File: src/rtl/dm_responder.sv
// Data-memory responder: captures one processor request at a time, waits a
// configurable number of cycles, then answers with a single-cycle ack.
module dm_responder #(
  parameter int MEM_DEPTH   = 128,
  parameter int WAIT_STATES = 1
) (
  input  logic        clk,
  input  logic        rst,
  input  logic [31:0] dm_addr,
  input  logic [31:0] dm_data_in,
  input  logic [31:0] dm_wr_mask,
  input  logic        dm_wr_req,
  input  logic        dm_rd_req,
  output logic [31:0] dm_data_o,
  output logic        dm_ack,
  output logic        dm_err,
  output logic        busy
);

  localparam int IDX_W = (MEM_DEPTH > 1) ? $clog2(MEM_DEPTH) : 1;
  localparam logic [2:0] CNT_LOAD = 3'((WAIT_STATES > 0) ? WAIT_STATES - 1 : 0);

  typedef enum logic [1:0] {
    IDLE = 2'd0,
    WAIT = 2'd1,
    RESP = 2'd2
  } state_t;

  state_t      state_reg, state_next;
  logic [2:0]  cnt_reg, cnt_next;

  logic [31:0] addr_reg;
  logic [31:0] data_reg;
  logic [3:0]  mask_reg;
  logic        wr_reg;
  logic        err_reg;

  logic [31:0] cur_addr;
  logic [31:0] cur_data;
  logic [3:0]  cur_mask;
  logic        cur_wr;
  logic        cur_err;
  logic [IDX_W-1:0] cur_idx;

  logic        capture;
  logic        enter_resp;
  logic        wr_en;
  logic        rd_load;
  logic        err_load;

  // Only the low four mask bits carry byte enables.
  logic        unused_mask_bits;
  assign unused_mask_bits = ^dm_wr_mask[31:4];

  function automatic logic addr_bad(input logic [31:0] a);
    return (a[1:0] != 2'b00) || ((a >> (IDX_W + 2)) != 32'd0);
  endfunction

  // In IDLE the live inputs are the request being captured this edge (needed
  // when WAIT_STATES=0); otherwise the latched copy is authoritative.
  always_comb begin
    cur_addr = addr_reg;
    cur_data = data_reg;
    cur_mask = mask_reg;
    cur_wr   = wr_reg;
    cur_err  = err_reg;
    if (state_reg == IDLE) begin
      cur_addr = dm_addr;
      cur_data = dm_data_in;
      cur_mask = dm_wr_mask[3:0];
      cur_wr   = dm_wr_req;
      cur_err  = addr_bad(dm_addr) || (dm_wr_req && dm_rd_req);
    end
  end

  assign cur_idx = cur_addr[IDX_W+1:2];

  always_comb begin
    state_next = state_reg;
    cnt_next   = cnt_reg;
    capture    = 1'b0;
    case (state_reg)
      IDLE: begin
        if (dm_wr_req || dm_rd_req) begin
          capture = 1'b1;
          if (WAIT_STATES > 0) begin
            state_next = WAIT;
            cnt_next   = CNT_LOAD;
          end else begin
            state_next = RESP;
          end
        end
      end
      WAIT: begin
        if (cnt_reg == 3'd0) begin
          state_next = RESP;
        end else begin
          cnt_next = cnt_reg - 3'd1;
        end
      end
      RESP: begin
        state_next = IDLE;
      end
      default: begin
        state_next = IDLE;
        cnt_next   = 3'd0;
      end
    endcase
  end

  // Memory and read-data updates happen on the edge that enters RESP, so a
  // reset sampled on that edge cancels both the ack and the write.
  assign enter_resp = rst && (state_next == RESP) && (state_reg != RESP);
  assign wr_en      = enter_resp && cur_wr && !cur_err;
  assign rd_load    = enter_resp && !cur_wr && !cur_err;
  assign err_load   = enter_resp && cur_err;

  always_ff @(posedge clk) begin
    if (!rst) begin
      state_reg <= IDLE;
      cnt_reg   <= 3'd0;
      addr_reg  <= 32'd0;
      data_reg  <= 32'd0;
      mask_reg  <= 4'd0;
      wr_reg    <= 1'b0;
      err_reg   <= 1'b0;
    end else begin
      state_reg <= state_next;
      cnt_reg   <= cnt_next;
      if (capture) begin
        addr_reg <= dm_addr;
        data_reg <= dm_data_in;
        mask_reg <= dm_wr_mask[3:0];
        wr_reg   <= dm_wr_req;
        err_reg  <= cur_err;
      end
    end
  end

  // One byte-wide RAM per lane so each lane's enable maps onto a plain
  // single-port array with a registered read.
  generate
    for (genvar gi = 0; gi < 4; gi++) begin : g_lane
      logic [7:0] mem [MEM_DEPTH];
      logic [7:0] rd_byte_reg;

      always_ff @(posedge clk) begin
        if (wr_en && cur_mask[gi]) begin
          mem[cur_idx] <= cur_data[8*gi +: 8];
        end
      end

      always_ff @(posedge clk) begin
        if (!rst) begin
          rd_byte_reg <= 8'd0;
        end else if (err_load) begin
          rd_byte_reg <= 8'd0;
        end else if (rd_load) begin
          rd_byte_reg <= mem[cur_idx];
        end
      end

      assign dm_data_o[8*gi +: 8] = rd_byte_reg;
    end
  endgenerate

  assign dm_ack = (state_reg == RESP);
  assign dm_err = (state_reg == RESP) && err_reg;
  assign busy   = (state_reg != IDLE);

endmodule

File: config.mk
export PLATFORM = sky130hd
export DESIGN_NAME = dm_responder
export DESIGN_NICKNAME = d
export VERILOG_FILES = /design/src/rtl/dm_responder.sv
export SDC_FILE = /design/constraint.sdc
export NUM_CORES = 2
export LEC_CHECK = 0
export BUFFER_PORTS_ARGS = -buffer_cell sky130_fd_sc_hd__buf_2
export CAP_MARGIN = 20
export CORE_UTILIZATION = 60
export DETAILED_ROUTE_END_ITERATION = 8
export PLACE_DENSITY_LB_ADDON = 0.15
export SLEW_MARGIN = 20
export SYNTH_ARGS = -nofsm -noshare
export SYNTH_HDL_FRONTEND = slang
export SYNTH_SLANG_ARGS = --single-unit
File: constraint.sdc
create_clock -name clk -period 9.9 [get_ports clk]
set_input_delay 2.475 -clock clk [delete_from_list [all_inputs] [get_ports clk]]
set_output_delay 2.475 -clock clk [all_outputs]
set_load 0.01 [all_outputs]
======== Word level (Yosys, flattened, before mapping) ========
Memories as Yosys holds them, arrays and structs flattened. A register that Yosys moved wholly into a read port is not among the register bits.
Cells that the tools add are included.
storage, ports and cells
  input bits .............................. 100
  bits in registers ....................... 52
  output and inout bits ................... 35
  memories ................................ 4
  word-level logic and storage cells ...... 66
  RAM bits ................................ 4096
memories
  name           words  width  rd ports  clocked after memory_dff  wr ports  RTL line  text
  g_lane[0].mem  128    8      1         1                         1         144       logic [7:0] mem [MEM_DEPTH];
  g_lane[1].mem  128    8      1         1                         1         144
  g_lane[2].mem  128    8      1         1                         1         144
  g_lane[3].mem  128    8      1         1                         1         144
cells by class
  mux-type cells .......................... 21
  equal/unequal tests ..................... 6
  add/subtract/negate cells ............... 1
  bitwise operators ....................... 2
  reductions and logical operators ........ 25
operators by type and width
  cell                 count
  $mux 32              1
  $reduce_bool 32->1   1
  $logic_and 1x1->1    13
  $mux 1               12
  $mux 9               1
  $pmux 3 s3           1
  $mux 3               2
  $eq 2x2->1 const B   2
  $mux 2               2
  $mux 4               1
  $ne 2x2->1 const B   2
  $pmux 2 s2           1
  $reduce_bool 2->1    2
  $logic_not 3->1      1
  $logic_or 1x1->1     3
  $reduce_and 3->1     1
  $sub 3x1->3 const B  1
  $eq 2x1->1 const B   1
  $logic_not 1->1      2
  $logic_not 2->1      1
  $ne 2x1->1 const B   1
  $not 1->1            2
  $reduce_or 2->1      1

======== Logic depth before layout (Yosys ltp) ========
  word-level depth ........................ 11
  depth in mapped cells ................... 15
  depth with buffers taken out ............ 9

======== Least setup slack after synthesis ========
Ideal clock, no wire load.
  path kind ............................... input to register
  start ................................... input port dm_addr[3]
  end ..................................... memory g_lane[0].mem[101][0], enable pin
  setup slack ............................. 4630 ps
  buffers on the path ..................... 7
  arrival ................................. 4886 ps
  setup time .............................. 383 ps
  required time ........................... 9517 ps
  cell stages on the path ................. 11
  cell sequence ........................... buf_2 > nand2b_1 > o22ai_1 > buf_2 > buf_4 > buf_2 > buf_2 > buf_2 > nand2_1 > clkbuf_1 > nor3_1
between the ends
  word-level cells in the longest chain between the ends .. 1
ends and longest elaborated chain
  element             RTL line  text
  start: declaration  9         input logic [31:0] dm_addr,
  $mux 9              67        if (state_reg == IDLE) begin
  end: declaration    144
Every way passes these cells.

======== Final worst setup path ========
  start ................................... input port dm_addr[2]
  end ..................................... register g_lane[0].rd_byte_reg[1] (read register of g_lane[0].mem)
between the ends
  word-level cells in the longest chain between the ends .. 1
ends and longest elaborated chain
  element           RTL line  text
  $mux 9            67
  end: declaration  145       logic [7:0] rd_byte_reg;
Every way passes these cells.
A chain may end at the register's enable or synchronous reset.

==> results.json <==
{
  "synth_flop_cell": "edfxtp_1",
  "hold_buffers": 0,
  "grt_overflow": 0,
  "syn_inst": 9795,
  "wire_per_inst_um": 33.8,
  "synth_area_um2": 160000,
  "hold_viol": 0,
  "min_period_ns": 6.55,
  "hp-class": "reg -> reg",
  "synth_nets": 9897,
  "dp.final_hpwl_um": 282000,
  "pwr-share-clk": 0.360,
  "antenna_left": 0,
  "drt-initial-drc-count": 14100,
  "dieArea_um2": 269000,
  "cts.sinks": 4178,
  "p_leak_nw": 58.2,
  "post_cts_buffers": 0,
  "clock_latency_ns": 0.96,
  "hold_depth": 2,
  "p_sw_frac": 0.273,
  "status": "finished with violations",
  "cts_max_level": 5,
  "critPathCaptureType": "flip-flop",
  "layout_common_cells": "edfxtp_1, mux2i_1, nand2_1",
  "drive_gt1_frac": 0.114,
  "slew_headroom": 0.103,
  "worstSetupPathType": "in -> reg",
  "r2r_cells": 11,
  "setup_violations": 0,
  "r2r-start": "state_reg[0]",
  "final_common_cell": "edfxtp_1",
  "ir_worst_vdd_v": 0.000173,
  "pwr_density_cell_nw_per_um2": 237,
  "comb_power_share": 0.156,
  "synth_top_cell_by_area": "edfxtp_1",
  "pin_count": 135,
  "whs_ns": 0.456,
  "critPathMaxStageDelay_ns": 0.94,
  "yosysUniqueCellTypes": 77,
  "cpMaxStageDelayCell": "a41oi_1",
  "hold_start": "mask_reg[3]",
  "path_clk_slew_ns": 0.06,
  "crit_chain": "buf_2 > nor3b_4 > nor2_4 > buf_4 > buf_4 > mux2i_1 > o22ai_1 > o21ai_0 > a41oi_1 > nor2_1 > a31oi_1",
  "drc": 40,
  "synth_edf_count": 4096,
  "crit_arrival_ns": 7.45,
  "reg2reg_slack_ns": 4.10,
  "tightestPinTransition_ns": 1.33,
  "async_flop_share": 0,
  "path_common_cell": "buf_4",
  "clockBufferDepth": 4,
  "clock_skew_ns": 0.0510,
  "cp_max_fo": 57,
  "cts_tree": "yes",
  "die_width_um": 518,
  "syn_avg_cell_area_um2": 16.3,
  "grt_pass1_vias": 91700,
  "required_ns": 10.79,
  "rows": 189,
  "io_buffers": 106,
  "max_freq_mhz": 153,
  "detail_route.vias_per_cell": 6.93,
  "finalSetupTns_ns": 0,
  "grt_max_degree": 151,
  "fin_util": 0.672,
  "via_count": 95400,
  "largest_register_ffs": 4096,
  "violations": "DRC",
  "seq_area_frac_synth": 0.780,
  "ys_ff_latch": 4178,
  "chipHeight_um": 518,
  "track_usage": 0.343,
  "synthToLayoutAreaGrowth_pct": 11.5,
  "p_int_mw": 30.7,
  "first_pass_iters": 9,
  "final_nets": 9993,
  "post_cts_resized": 0,
  "core_area_um2": 265000,
  "cts_root_buf": "clkbuf_16",
  "rr_endpoint": "g_lane[0].rd_byte_reg[1]",
  "p_sw_mw": 11.5,
  "seq_power_share": 0.484,
  "yosysWarnings": 0,
  "finalWirelength_um": 466000,
  "start_util": 0.603,
  "grt_pass1_wl_um": 657000,
  "yosys-top-cells-area": "edfxtp_1, mux2i_1, a222oi_1",
  "finalCritPeriodShare": 0.662,
  "gp_congestion": 0.916,
  "min_to": "mask_reg[3]",
  "antenna_found_initial": 18,
  "maxSlewViolCount": 0,
  "cts_buffers": 405,
  "worstSetupStartpointType": "input port",
  "synthDominantCellAreaShare": 0.769,
  "rsz0062_at_grt": "no",
  "cap_violations": 0
}
[worst max-delay path by stage]
stage,cells past startpoint,slack (ns),start,endpoint
after floorplan,11,4.63,dm_addr[3],g_lane[0].mem[101][0]
after global placement,10,2.59,dm_addr[2],g_lane[3].rd_byte_reg[7]
after detailed placement,10,2.56,dm_addr[2],g_lane[3].rd_byte_reg[7]
after CTS,11,3.43,dm_addr[2],g_lane[0].rd_byte_reg[7]
after global routing,11,3.13,dm_addr[2],g_lane[0].rd_byte_reg[7]
final,11,3.35,dm_addr[2],g_lane[0].rd_byte_reg[1]
[cell usage after synthesis (all sizes together) (10+ instances only)]
cell type and n:
a2111oi 25, a211oi 12, a21o 11, a21oi 481, a221o 48, a221oi 114
a222oi 386, a22o 48, a22oi 216, a311oi 10, a31oi 58, a32oi 16
a41oi 50, and3 22, buf 437, clkbuf 290, dfxtp 82, edfxtp 4096
inv 13, mux2 19, mux2i 780, nand2 812, nand3 182, nand4 15
nor2 468, nor3 199, nor4 11, o21a 10, o21ai 313, o221ai 21
o22ai 410, o31ai 18
[critical path, delay by kind of cell]
| kind | cells | cell delay, ns |
|---|---|---|
| AND/OR/NAND/NOR | 3 | 1.30 |
| multiplexers | 1 | 0.17 |
| AO/OA/AOI/OAI | 4 | 1.61 |
| buffers and inverters | 3 | 1.72 |
[metrics by stage]
step / setup slack (ns) / instances / cell area [µm²] / total power [mW]
2_1_floorplan: 4.63 / 9795 / 160000 / 24.6
3_3_place_gp: 2.59 / 13000 / 165000 / 27.0
3_5_place_dp: 2.56 / 13000 / 165000 / 27.2
4_1_cts: 3.43 / 13700 / 178000 / 42.1
5_1_grt: 3.13 / 13800 / 178000 / 43.1
6_report: 3.35 / 13800 / 178000 / 42.2
[power by group through the flow]
stage / Clock (mW) / Sequential [mW] / Combinational (mW)
2_1_floorplan: 0 / 20.9 / 3.67
3_3_place_gp: 0 / 20.8 / 6.24
3_5_place_dp: 0 / 20.8 / 6.38
4_1_cts: 15.2 / 20.4 / 6.40
5_1_grt: 15.9 / 20.4 / 6.80
6_report: 15.2 / 20.4 / 6.59
[kinds of logic (layout without fill, tap and decap cells)]
logic type	after synthesis	count (layout)	synth area share
AOI/OAI and AO/OA	2329	2329	0.103
other	0	16	0
and+or+nand+nor	1745	1745	0.0457
muxes	800	800	0.0504
adders and majority gates	2	2	0.000157
buffers and inverters	740	1161	0.0210
DFF	4178	4178	0.780
xor gates and xnor gates	1	1	0.0000548
[cell type report]
cell class                      instances  area, µm²
Antenna cell                           16       40.0
Tap cell                             3533       4420
Clock buffer                          503      10700
Multi-Input combinational cell       4877      32800
Inverter                               13       48.8
Timing Repair Buffer                  416       3330
Clock inverter                        229       2240
Sequential cell                      4178     125000
Fill cell                           17500      86800
[metal layers]
metal	track usage	routed length, µm	share of wire
met1	0.453	163000	0.35
met2	0.530	215000	0.46
met3	0.0719	55800	0.12
met4	0.202	31900	0.068
met5	0	29	0.000062
No activity file was read; power rests on OpenSTA's default activity.
